==> src/rtl/lcd_queue_reader.sv <==
// -----------------------------------------------------------------------------
// lcd_queue_reader
//   Pulls a tagged pixel stream out of a show-ahead FIFO and plays it onto an
//   RGB565 LCD with free-running sync/porch timing. Stream words:
//     0x10000 frame start, 0x10001 row start, 0x1FFFF frame end,
//     bit16 = 0 pixel (RGB565 in bits 15:0).
//   The FSM aligns the stream to the raster and falls back to RESYNC on any
//   framing error or starvation; the raster itself never stalls.
//
// Ports
//   clk, reset_n     pixel clock, asynchronous active-low reset
//   queue_data[16:0] FIFO head word (valid while queue_empty = 0)
//   queue_empty      FIFO empty
//   queue_rd_en      pop request (word consumed on clk rise with !queue_empty)
//   lcd_de           data enable
//   lcd_hsync/vsync  active-low syncs
//   lcd_r/g/b        RGB565 pixel
//   locked           stream aligned to raster
//   underflow        sticky error flag, cleared only by reset
//   o_dbg_state      current FSM state
//
// Handshake: queue_rd_en is a combinational request; a word is taken on every
//   rising clk where queue_rd_en = 1 and queue_empty = 0, and never otherwise.
//
// Build option: LCD_READER_BLUE_SCREEN_EN makes the idle colour blue (0x001F)
//   while unlocked; without it the idle colour is always black.
// -----------------------------------------------------------------------------
module lcd_queue_reader #(
  parameter int FRAME_WIDTH  = 480,
  parameter int FRAME_HEIGHT = 272,
  parameter int H_SYNC       = 4,
  parameter int H_BP         = 43,
  parameter int H_FP         = 8,
  parameter int V_SYNC       = 4,
  parameter int V_BP         = 12,
  parameter int V_FP         = 8
) (
  input  logic        clk,
  input  logic        reset_n,
  input  logic [16:0] queue_data,
  input  logic        queue_empty,
  output logic        queue_rd_en,
  output logic        lcd_de,
  output logic        lcd_hsync,
  output logic        lcd_vsync,
  output logic [4:0]  lcd_r,
  output logic [5:0]  lcd_g,
  output logic [4:0]  lcd_b,
  output logic        locked,
  output logic        underflow,
  output logic [2:0]  o_dbg_state
);

  localparam int H_TOTAL = H_SYNC + H_BP + FRAME_WIDTH + H_FP;
  localparam int V_TOTAL = V_SYNC + V_BP + FRAME_HEIGHT + V_FP;
  localparam int HW = $clog2(H_TOTAL);
  localparam int VW = $clog2(V_TOTAL);

  localparam logic [HW-1:0] H_LAST     = HW'(H_TOTAL - 1);
  localparam logic [HW-1:0] H_SYNC_END = HW'(H_SYNC);
  localparam logic [HW-1:0] H_ACT_BEG  = HW'(H_SYNC + H_BP);
  localparam logic [HW-1:0] H_ACT_END  = HW'(H_SYNC + H_BP + FRAME_WIDTH);
  localparam logic [HW-1:0] H_PRE      = HW'(H_SYNC + H_BP - 1);
  localparam logic [HW-1:0] H_ACT_LAST = HW'(H_SYNC + H_BP + FRAME_WIDTH - 1);
  localparam logic [VW-1:0] V_LAST     = VW'(V_TOTAL - 1);
  localparam logic [VW-1:0] V_SYNC_END = VW'(V_SYNC);
  localparam logic [VW-1:0] V_ACT_BEG  = VW'(V_SYNC + V_BP);
  localparam logic [VW-1:0] V_ACT_END  = VW'(V_SYNC + V_BP + FRAME_HEIGHT);
  localparam logic [VW-1:0] V_ACT_LAST = VW'(V_SYNC + V_BP + FRAME_HEIGHT - 1);

  typedef enum logic [2:0] {
    ST_RESYNC    = 3'd0,
    ST_ARMED     = 3'd1,
    ST_WAIT_ROW  = 3'd2,
    ST_ROW_READY = 3'd3,
    ST_STREAM    = 3'd4,
    ST_WAIT_END  = 3'd5
  } state_t;

  state_t        r_state;
  logic [HW-1:0] r_h;
  logic [VW-1:0] r_v;
  logic          r_live;     // low only for the first clock after reset release
  logic          r_de, r_hs_n, r_vs_n, r_locked, r_underflow;
  logic [15:0]   r_rgb;

  logic w_de, w_start_next, w_row_last, w_last_row, w_top, w_wrap;
  logic w_is_frame, w_is_row, w_is_end, w_is_pixel, w_pop;
  logic [15:0] w_idle;

  assign w_de = (r_h >= H_ACT_BEG) && (r_h < H_ACT_END) &&
                (r_v >= V_ACT_BEG) && (r_v < V_ACT_END);
  // Entering STREAM one clock early puts the FSM in STREAM on the first active cycle.
  assign w_start_next = (r_h == H_PRE) && (r_v >= V_ACT_BEG) && (r_v < V_ACT_END);
  assign w_row_last   = (r_h == H_ACT_LAST);
  assign w_last_row   = (r_v == V_ACT_LAST);
  assign w_top        = (r_h == '0) && (r_v == '0);
  assign w_wrap       = (r_h == H_LAST) && (r_v == V_LAST);

  assign w_is_frame = (queue_data == 17'h10000);
  assign w_is_row   = (queue_data == 17'h10001);
  assign w_is_end   = (queue_data == 17'h1FFFF);
  assign w_is_pixel = ~queue_data[16];

`ifdef LCD_READER_BLUE_SCREEN_EN
  assign w_idle = r_locked ? 16'h0000 : 16'h001F;
`else
  assign w_idle = 16'h0000;
`endif

  always_comb begin
    w_pop = 1'b0;
    case (r_state)
      ST_RESYNC:   w_pop = ~queue_empty;
      ST_WAIT_ROW: w_pop = ~queue_empty & w_is_row & ~w_de;
      ST_STREAM:   w_pop = ~queue_empty & w_is_pixel & w_de;
      ST_WAIT_END: w_pop = ~queue_empty & w_is_end;
      default:     w_pop = 1'b0;
    endcase
  end

  assign queue_rd_en = r_live & w_pop;

  always_ff @(posedge clk or negedge reset_n) begin
    if (!reset_n) begin
      r_state     <= ST_RESYNC;
      r_h         <= '0;
      r_v         <= '0;
      r_live      <= 1'b0;
      r_de        <= 1'b0;
      r_hs_n      <= 1'b1;
      r_vs_n      <= 1'b1;
      r_rgb       <= 16'h0000;
      r_locked    <= 1'b0;
      r_underflow <= 1'b0;
    end else begin
      r_live <= 1'b1;

      // Raster counters: never stall.
      if (r_h == H_LAST) begin
        r_h <= '0;
        r_v <= (r_v == V_LAST) ? '0 : r_v + VW'(1);
      end else begin
        r_h <= r_h + HW'(1);
      end

      // Syncs, DE and RGB all register from the same counter values.
      r_de   <= w_de;
      r_hs_n <= ~(r_h < H_SYNC_END);
      r_vs_n <= ~(r_v < V_SYNC_END);
      r_rgb  <= w_idle;

      case (r_state)
        ST_RESYNC: begin
          r_locked <= 1'b0;
          if (queue_rd_en && w_is_frame) r_state <= ST_ARMED;
        end
        ST_ARMED: begin
          if (w_top) r_state <= ST_WAIT_ROW;
        end
        ST_WAIT_ROW: begin
          if (w_de) begin
            r_underflow <= 1'b1;
            r_locked    <= 1'b0;
            r_state     <= ST_RESYNC;
          end else if (!queue_empty) begin
            if (w_is_row) begin
              if (w_start_next) begin
                r_locked <= 1'b1;
                r_state  <= ST_STREAM;
              end else begin
                r_state <= ST_ROW_READY;
              end
            end else begin
              r_locked <= 1'b0;
              r_state  <= ST_RESYNC;
            end
          end
        end
        ST_ROW_READY: begin
          if (w_start_next) begin
            r_locked <= 1'b1;
            r_state  <= ST_STREAM;
          end
        end
        ST_STREAM: begin
          r_rgb <= 16'h0000;
          if (!w_de || queue_empty || !w_is_pixel) begin
            if (w_de && queue_empty) r_underflow <= 1'b1;
            r_locked <= 1'b0;
            r_state  <= ST_RESYNC;
          end else begin
            r_rgb <= queue_data[15:0];
            if (w_row_last) r_state <= w_last_row ? ST_WAIT_END : ST_WAIT_ROW;
          end
        end
        ST_WAIT_END: begin
          if (!queue_empty) begin
            r_locked <= 1'b0;
            r_state  <= ST_RESYNC;
          end else if (w_wrap) begin
            r_underflow <= 1'b1;
            r_locked    <= 1'b0;
            r_state     <= ST_RESYNC;
          end
        end
        default: begin
          r_locked <= 1'b0;
          r_state  <= ST_RESYNC;
        end
      endcase
    end
  end

  assign lcd_de      = r_de;
  assign lcd_hsync   = r_hs_n;
  assign lcd_vsync   = r_vs_n;
  assign lcd_r       = r_rgb[15:11];
  assign lcd_g       = r_rgb[10:5];
  assign lcd_b       = r_rgb[4:0];
  assign locked      = r_locked;
  assign underflow   = r_underflow;
  assign o_dbg_state = r_state;

endmodule

==> config.mk <==
export PLATFORM = sky130hd
export DESIGN_NAME = lcd_queue_reader
export DESIGN_NICKNAME = d
export VERILOG_FILES = /design/src/rtl/lcd_queue_reader.sv
export SDC_FILE = /design/constraint.sdc
export NUM_CORES = 1
export LEC_CHECK = 0
export BUFFER_PORTS_ARGS = -buffer_cell sky130_fd_sc_hd__buf_4
export CORE_UTILIZATION = 54
export CTS_CLUSTER_DIAMETER = 150
export DETAILED_ROUTE_END_ITERATION = 8
export GPL_ROUTABILITY_DRIVEN = 0
export PLACE_DENSITY = 0.9
export RECOVER_POWER = 100
export SYNTH_ARGS = -nofsm -noshare
export SYNTH_HDL_FRONTEND = slang
export SYNTH_SLANG_ARGS = --single-unit
export TNS_END_PERCENT = 100
==> constraint.sdc <==
create_clock -name clk -period 3.13 [get_ports clk]
set_input_delay 0.7825 -clock clk [delete_from_list [all_inputs] [get_ports clk]]
set_output_delay 0.7825 -clock clk [all_outputs]
set_load 0.05 [all_outputs]
# After elaboration in Yosys (flattened, before gate mapping)
# Cells that the tools add are included.
# W data, S select, Z words.
# classes
add_sub_neg	2
n_lt_le_gt_ge	6
n_eq_ne	24
muxes	32
bitwise	12
n_reduce_logical	19
# op_table
op	count
$eq A17 B17 Y1 const B	3
$mux W3	12
$mux W16	2
$eq A10 B10 Y1 const B	2
$eq A9 B9 Y1 const B	2
$pmux W3 S6	1
$ne A2 B2 Y1 const B	8
$mux W1	12
$reduce_and A6 Y1	2
$add A10 B1 Y10 const B	1
$eq A10 B6 Y1 const B	1
$ge A10 B6 Y1 const B	1
$logic_not A10 Y1	1
$lt A10 B10 Y1 const B	1
$lt A10 B3 Y1 const B	1
$mux W10	1
$add A9 B1 Y9 const B	1
$ge A9 B5 Y1 const B	1
$logic_and A1 B1 Y1	9
$logic_not A9 Y1	1
$lt A9 B3 Y1 const B	1
$lt A9 B9 Y1 const B	1
$mux W9	1
$ne A3 B3 Y1 const B	3
13 further kinds	26
# word_totals
regBits	44
wordCells	105

# Depth between registers and ports, before layout
# Gate-level depths: netlist (run 1).
# depth
word_depth	11
mapped_depth	8
mapped_depth_nobuf	8

# Least setup slack after synthesis (run 1)
# OpenSTA, ideal clock, no wires.
# synth_timing
path_type	reg2out
from	reg r_h[7]
to	out queue_rd_en
arrival_time_ps	2413
required_ps	2348
path_slack_ps	-65
path_stages_with_launch	8
path_buffers	1
cell_sequence	dfrtp_1 -> clkbuf_1 -> nor4_2 -> a211o_1 -> a21oi_1 -> nand4b_1 -> nor2b_1 -> a31oi_1
# synth_between
elab_chain_cells	8
elab_cells_between_ends	10
# synth_rtl
item	line_no	text
start, declared	81	logic [HW-1:0] r_h;
start signal, assigned	144	r_h <= r_h + HW'(1);
$ge A10 B6 Y1 or $lt A10 B10 Y1 (tied branches)	91	assign w_de = (r_h >= H_ACT_BEG) && (r_h < H_ACT_END) &&
$logic_and A1 B1 Y1 * (2 in series)	91	
$logic_and A1 B1 Y1 *	92	(r_v >= V_ACT_BEG) && (r_v < V_ACT_END);
via w_de	87	logic w_de, w_start_next, w_row_last, w_last_row, w_top, w_wrap;
$not A1 Y1	115	ST_WAIT_ROW: w_pop = ~queue_empty & w_is_row & ~w_de;
$and A1 B1 Y1	115	
$pmux W1 S4 *	113	case (r_state)
$and A1 B1 Y1 *	122	assign queue_rd_en = r_live & w_pop;
end, declared	42	output logic queue_rd_en,
# The timed path passes the listed nets; every way through them passes the cells marked *.

# Final worst setup path (run 1)
# layout_timing
from	reg r_h[0]
to	out queue_rd_en
# The elaborated chain is that of the path after synthesis.

==> run summary, run 1 <==
Gr usage total: 0.243
I/O Pins: 45
Leak: 1.20 nW
Vias in the first global route: 1,638
Routed wire per std cell: 15.2 um
Post-synthesis cell area: 0.00219 sq mm
Max Cap Violations: 1
DPL Wire Length: 3490 um
CTS sink count: 44
Crit-path max cell delay: 0.39 ns
Sequential-to-total area share from yosys stat: 0.504
Arrival time worst endpoint: 2.26 ns
Worst path bufs/invs: 1
DIE HEIGHT: 65.7 um
Met2 WL: 2300 um
Status: finished with violations
Worst EP required: 2.35 ns
Final worst setup slack: 0.0873 ns
Synth Net Count: 236
Util after Layout: 0.694
Max frequency: 329 MHz
WL met3: 259 um
Die Area: 0.00432 sq mm
Critical-path top delay cell: dfrtp_1
Hold/Removal Path Class: reg -> reg
Share of layout cells above drive strength 1: 0.162
CTS tree: built
Clock root buffer: clkbuf_8
Pwr Total: 1.32 mW
Largest net degree at the start of global routing: 45
DRT iter0 DRCs: 81
Hold Buf Count CTS: 0
Setup violations, final: 0
H-Tree Depth: 2
Violated checks: capacitance limit, slew limit
Area Growth Syn to Fin: 19.4%
Input/output buffers: 44
Starting density of the core: 0.581
CP cell instances: ha_1 > nand3_2 > a211o_1 > a21oi_1 > nand4b_1 > nor2b_4 > a31oi_2 > buf_4
Top sig layer: met4
Final ANT Viol Nets: 0
Fin. max-slew vios: 45
Endpoints failing hold: 0
Drc violations: 0
CP endpoint kind: primary output
Drt pass-1 iters: 4
Synth warnings: 0
Final nets: 289
GRT Residual Overflow: 0
Crit Path Max Fanout: 4
Metal-1 WL: 2100 um
DR vias: 1,771
Relative slew margins: -0.477
ANT cells: 0
Power density over cell area: 503 mW/mm^2
Fin crit period: 3.04 ns
Number of flops mapped to enable cells by yosys: 0
First-pass GRT wire length: 7600 um
Yosys cell types: 44
Clk_skew: 0.00725 ns
DP Worst Slack: 0.165 ns
Async S/R FF share, synth: 1.00
Clock Tree Buf Depth: 2
DRT Wirelength: 4770 um
Setup CP Type: reg -> out
Vias per inst: 5.66
Post-route clock period utilization: 0.972
Hold Slack: 0.489 ns
Total CTS buffers: 5
Synth Flop Type: dfrtp_1
Syn Inst Count: 211
Skew-Pair Late Insertion Delay: 0.30 ns
Mean Syn Cell Area: 10.4 sq um
Die Wd: 65.7 um
Crit start category: flop
Cell family contributing the most delay on the critical path: compound AO/OA/AOI/OAI gates
Core Box Area: 0.00377 sq mm
Worst-Margin Slew: 2.21 ns
Fill cell total of the finished layout: 305
Row count: 22
Clk slew on worst S/H paths: 0.07 ns
Antenna violations before repair: 0
FF+latch count, synth: 44
Peak supply drop: 0.437 mV
per-layer routing:
layer  vias to the layer above  GRT usage
li1                        847          -
met5                         -          0
met3                        13     0.0434
met4                         0      0.125
met1                       864      0.334
met2                        47      0.365
through the flow:
stage                     instance area (sq um)  setup TNS, ns  cells
after floorplan                            2200              0    211
after global placement                     2580              0    301
after detailed placement                   2580              0    301
after CTS                                  2720              0    310
after global routing                       2620       -0.00695    313
final                                      2620              0    313
logic make-up after synthesis:
kind of cell,share of synthesized area
muxes,0.0234
buffers and inverters,0.0240
adders and majority gates,0.0286
and+or+nand+nor,0.284
other,0.00171
DFF,0.504
AOI/OAI and AO/OA,0.0748
xor gates and xnor gates,0.0600
registers in the layout, indices dropped and copies added (netlist names), 3 cells and up:
name,cells
r_rgb,16
r_v,9
o_dbg_state,3
r_h,10
cells in the mapped netlist (3+ instances only):
| cell type | instances | area [sq um] |
|---|---|---|
| nor3_1 | 5 | 25.0 |
| nand3_1 | 13 | 65.1 |
| nor2_1 | 16 | 60.1 |
| xnor2_1 | 8 | 70.1 |
| ha_1 | 5 | 62.6 |
| xor2_1 | 7 | 61.3 |
| a21oi_1 | 3 | 15.0 |
| inv_1 | 7 | 26.3 |
| clkbuf_1 | 4 | 15.0 |
| nor2b_1 | 4 | 25.0 |
| nor4_1 | 8 | 50.1 |
| nand4_1 | 8 | 50.1 |
| nand2_1 | 15 | 56.3 |
| and3_1 | 6 | 37.5 |
| and2_1 | 17 | 106 |
| dfrtp_1 | 42 | 1050 |
| o21ai_0 | 8 | 40.0 |
what timing repair did:
action                     CTS  global route
hold endpoints to repair     0             0
setup endpoints to repair    1             1
setup buffers                1             3
pin swaps                    0             1
gates resized for setup      4             2
cell usage in the layout, fill, tap and decap left out, types with 2 or more instances in the layout:
master,Yosys,layout
nand2_1,15,15
nor2b_1,4,3
or3_1,1,2
dfstp_2,2,2
clkbuf_1,4,30
nor3_1,5,5
dfrtp_1,42,42
nand3_1,13,13
nand4_1,8,8
nor2_1,16,16
and4_1,2,2
nor4_1,8,8
ha_1,5,5
and2_0,0,13
xnor2_1,8,8
inv_1,7,7
and2_1,17,4
a21oi_1,3,3
xor2_1,7,7
a211o_1,2,2
buf_4,0,23
and3_1,6,6
clkbuf_8,0,5
o21ai_0,8,8
nand4b_1,2,2
a21o_1,2,2
worst paths after layout:
kind	from	to	slack, ns	depth (start not counted)
min in group asynchronous	reset_n	r_h[2]$_DFF_PN0_	1.13	1
min	r_h[0]$_DFF_PN0_	r_h[0]$_DFF_PN0_	0.49	1
max	r_h[0]$_DFF_PN0_	queue_rd_en	0.09	8
max reg2reg	r_h[0]$_DFF_PN0_	o_dbg_state[1]$_DFFE_PN0P_	0.26	8
max in group asynchronous	reset_n	underflow$_DFFE_PN0P_	0.74	1
min reg2reg	r_h[0]$_DFF_PN0_	r_h[0]$_DFF_PN0_	0.49	1
power by group:
part / switching (mW) / leakage (nW) / internal (mW)
registers: 0.0390 / 0.584 / 0.587
logic: 0.170 / 0.561 / 0.102
clock network: 0.180 / 0.0524 / 0.239
total: 0.389 / 1.20 / 0.927
layout make-up:
class | count | area, sq um | share of cell area
flip-flops and latches | 44 | 1100 | 0.422
multi-input cells | 155 | 1040 | 0.398
repair buffers | 51 | 278 | 0.106
clock buffers | 7 | 76.3 | 0.0292
well taps | 48 | 60.1 | 0.0230
clock inverters | 1 | 30.0 | 0.0115
inverters | 7 | 26.3 | 0.0100
(Power assumes the default switching activity.)
==> inputs of run 2 (changes only) <==
- ABC_AREA: default -> 1
- CORE_UTILIZATION: 54 -> 55
==> run summary, run 2 <==
GRT Residual Overflow: 0 (unchanged)
Endpoints failing hold: 0 (unchanged)
Mean Syn Cell Area: 7.87 sq um (was 10.4 sq um)
H-Tree Depth: 2 (unchanged)
Final ANT Viol Nets: 0 (unchanged)
Clock power frac: 0.297 (was 0.318)
Share of the synthesized area in the top cell type: 0.430 (was 0.480)
Violated checks: capacitance limit, slew limit (unchanged)
Area Growth Syn to Fin: 14.6% (was 19.4%)
Peak supply drop: 0.271 mV (was 0.437 mV)
Pint: 0.944 mW (was 0.927 mW)
Number of flops mapped to enable cells by yosys: 0 (unchanged)
Simple-gate share of the synthesized area: 0.351 (was 0.284)
Commonest cells after routing, fill and taps aside: 57 x nor2_1, 53 x nand2_1, 52 x inv_1, 42 x dfrtp_1, 27 x clkbuf_1 (was 42 x dfrtp_1, 30 x clkbuf_1, 23 x buf_4, 16 x nor2_1, 15 x nand2_1)
Power density over cell area: 501 mW/mm^2 (was 503 mW/mm^2)
ANT cells: 0 (unchanged)
Relative slew margins: -0.500 (was -0.477)
DPL Wire Length: 3700 um (was 3490 um)
Reg with most FFs: r_rgb (unchanged)
Clock Tree Buf Depth: 2 (unchanged)
Total CTS buffers: 5 (unchanged)
Async S/R FF share, synth: 1.00 (unchanged)
Fin crit period: 2.80 ns (was 3.04 ns)
Core Box Area: 0.00414 sq mm (was 0.00377 sq mm)
Synth Net Count: 336 (was 236)
Largest area contributor in the netlist: dfrtp_1 (unchanged)
Max frequency: 357 MHz (was 329 MHz)
Share of layout cells above drive strength 1: 0.131 (was 0.162)
Hold Buf Count CTS: 0 (unchanged)
Max Cap Violations: 1 (unchanged)
Clk_skew: 0.00615 ns (was 0.00725 ns)
FF+latch count, synth: 44 (unchanged)
Post-cts resize count: 0 (was 4)
Largest net degree at the start of global routing: 45 (unchanged)
Switch share: 0.327 (was 0.295)
Post-synthesis cell area: 0.00245 sq mm (was 0.00219 sq mm)
Vias in the first global route: 1,984 (was 1,638)
Die Area: 0.00472 sq mm (was 0.00432 sq mm)
DR vias: 2,126 (was 1,771)
Arrival time worst endpoint: 2.02 ns (was 2.26 ns)
RSZ-0062 raised after global routing: no
Count leader, synth: nor2_1 (was dfrtp_1)
Antenna violations before repair: 0 (unchanged)
Syn Inst Count: 311 (was 211)
Worst EP required: 2.35 ns (about the same)
Fill cell total of the finished layout: 372 (was 305)
Clk slew on worst S/H paths: 0.08 ns (was 0.07 ns)
Largest family of logic cells by synthesized area: simple AND/OR/NAND/NOR gates (unchanged)
CTS tree: built (unchanged)
Part of the power in registers: 0.438 (was 0.476)
CTS sink count: 44 (unchanged)
Sequential-to-total area share from yosys stat: 0.451 (was 0.504)
Synth warnings: 0 (unchanged)
Gr usage total: 0.232 (was 0.243)
Routed wire per std cell: 12.3 um (was 15.2 um)
Synth Flop Type: dfrtp_1 (unchanged)
Hold EP: underflow$_DFFE_PN0P_ (was r_h[0]$_DFF_PN0_)
DRT iter0 DRCs: 138 (was 81)
Hold/Removal Path Class: reg -> reg (unchanged)
Yosys cell types: 39 (was 44)
Drc violations: 0 (unchanged)
Most common library cells after synthesis: 55 x nor2_1, 51 x inv_1, 51 x nand2_1, 42 x dfrtp_1, 19 x nand3_1 (was 42 x dfrtp_1, 17 x and2_1, 16 x nor2_1, 15 x nand2_1, 13 x nand3_1)
Design Area, Final: 0.00280 sq mm (was 0.00262 sq mm)
DRT Wirelength: 5050 um (was 4770 um)
Max reg flops: 16 (unchanged)
Vias per inst: 5.19 (was 5.66)
Placed Area: 0.00282 sq mm (was 0.00258 sq mm)
Die Wd: 68.7 um (was 65.7 um)
Clock root buffer: clkbuf_8 (unchanged)
Post-route clock period utilization: 0.896 (was 0.972)
Postcts setup bufs: 0 (was 1)
Synth Area in XOR/XNOR: 0.0179 (was 0.0600)
CP endpoint kind: primary output (unchanged)
Commonest non-fill, non-tap cell in the layout: nor2_1 (was dfrtp_1)
Post-synthesis compound-gate area fraction: 0.0532 (was 0.0748)
Hold Crit Start: underflow$_DFFE_PN0P_ (was r_h[0]$_DFF_PN0_)
Crit Path Max Fanout: 5 (was 4)
Row count: 23 (was 22)
Fin. max-slew vios: 45 (unchanged)
Setup violations, final: 0 (unchanged)
Skew-Pair Late Insertion Delay: 0.29 ns (was 0.30 ns)
Drt pass-1 iters: 4 (unchanged)
Starting density of the core: 0.590 (was 0.581)
Worst-Margin Slew: 2.25 ns (was 2.21 ns)
Multiplexer share of the synthesized area: 0 (was 0.0234)
DIE HEIGHT: 68.7 um (was 65.7 um)
Status: finished with violations (unchanged)
Crit start category: flop (unchanged)
Input/output buffers: 44 (unchanged)
Final nets: 384 (was 289)
Worst reg-to-reg path cell count: 12 (was 8)
First-pass GRT wire length: 8080 um (was 7600 um)
Adder-Cell Fraction of Synth Area: 0.0256 (was 0.0286)
Biggest registers after layout: r_rgb (16), r_h (10), r_v (9) (unchanged)
Hold path cells: 2 (was 1)
Leak: 1.43 nW (was 1.20 nW)
Gate power share: 0.265 (was 0.206)
R2R Path Start: r_h[0]$_DFF_PN0_ (unchanged)
I/O Pins: 45 (unchanged)
Switching pwr: 0.459 mW (was 0.389 mW)
R2R setup slack: 0.49 ns (was 0.26 ns)
Synth area leaders: dfrtp_1 43%, nor2_1 8.4%, inv_1 7.8% (was dfrtp_1 48%, and2_1 4.9%, xnor2_1 3.2%)
Total negative setup slack: 0 ns (unchanged)
Setup CP Type: reg -> out (unchanged)
R2R Path End: o_dbg_state[2]$_DFFE_PN0P_ (was o_dbg_state[1]$_DFFE_PN0P_)
[run 2: cell type report]
| class | count | area [sq um] | share of cell area |
|---|---|---|---|
| flip-flops and latches | 44 | 1100 | 0.394 |
| repair buffers | 45 | 240 | 0.0857 |
| inverters | 57 | 214 | 0.0763 |
| multi-input cells | 206 | 1070 | 0.383 |
| clock buffers | 6 | 72.6 | 0.0259 |
| clock inverters | 2 | 35.0 | 0.0125 |
| well taps | 50 | 62.6 | 0.0223 |
[run 2: routing by layer]
layer	up-vias	global-route usage	routed length [um]
met5	-	0	0
met4	0	0.105	70
met3	8	0.0477	398
met2	80	0.415	2410
met1	968	0.266	2160
li1	1070	-	-
[run 2: worst max path at each step]
stage / endpoint / from / depth (start not counted)
3_3_place_gp: queue_rd_en / queue_data[12] / 10
3_5_place_dp: queue_rd_en / queue_data[14] / 10
4_1_cts: queue_rd_en / r_h[1]$_DFF_PN0_ / 10
5_1_grt: o_dbg_state[0]$_DFFE_PN0P_ / reset_n / 1
2_1_floorplan: queue_rd_en / o_dbg_state[0]$_DFFE_PN0P_ / 7
6_report: queue_rd_en / r_h[0]$_DFF_PN0_ / 10
[run 2: metrics by stage]
stage                     total power [mW]  hold slack (ns)  utilization  std cells  setup slack [ns]
after floorplan                      0.903            0.454            -        311             0.502
after global placement                1.01            0.450        0.680        402             0.413
after detailed placement              1.01            0.458        0.680        402             0.387
after CTS                             1.43            0.479        0.706        410             0.373
after global routing                  1.49            0.505        0.676        410             0.137
final                                 1.40            0.471        0.676        410             0.325
[run 2: cell families after synthesis]
kind of cell | count (synthesis)
xor+xnor | 5
fa+ha+maj | 5
other cells | 1
buf+inv | 61
compound gates | 23
flops | 44
simple gates | 172
[run 2: power by group through the flow]
stage	Sequential [mW]	Combinational [mW]	Clock, mW
6_report	0.614	0.371	0.417
5_1_grt	0.618	0.414	0.456
4_1_cts	0.614	0.389	0.429
3_5_place_dp	0.626	0.387	0
3_3_place_gp	0.625	0.381	0
2_1_floorplan	0.679	0.224	0
[run 2: critical path, stage by stage, from the launching register on]
cell,delay (ns)
dfrtp_1,0.41
ha_1,0.24
nand3_1,0.20
nand4_1,0.12
nand2_1,0.15
nand3_1,0.13
nand2_1,0.08
inv_1,0.03
nand3_1,0.06
and2_1,0.13
buf_4,0.19
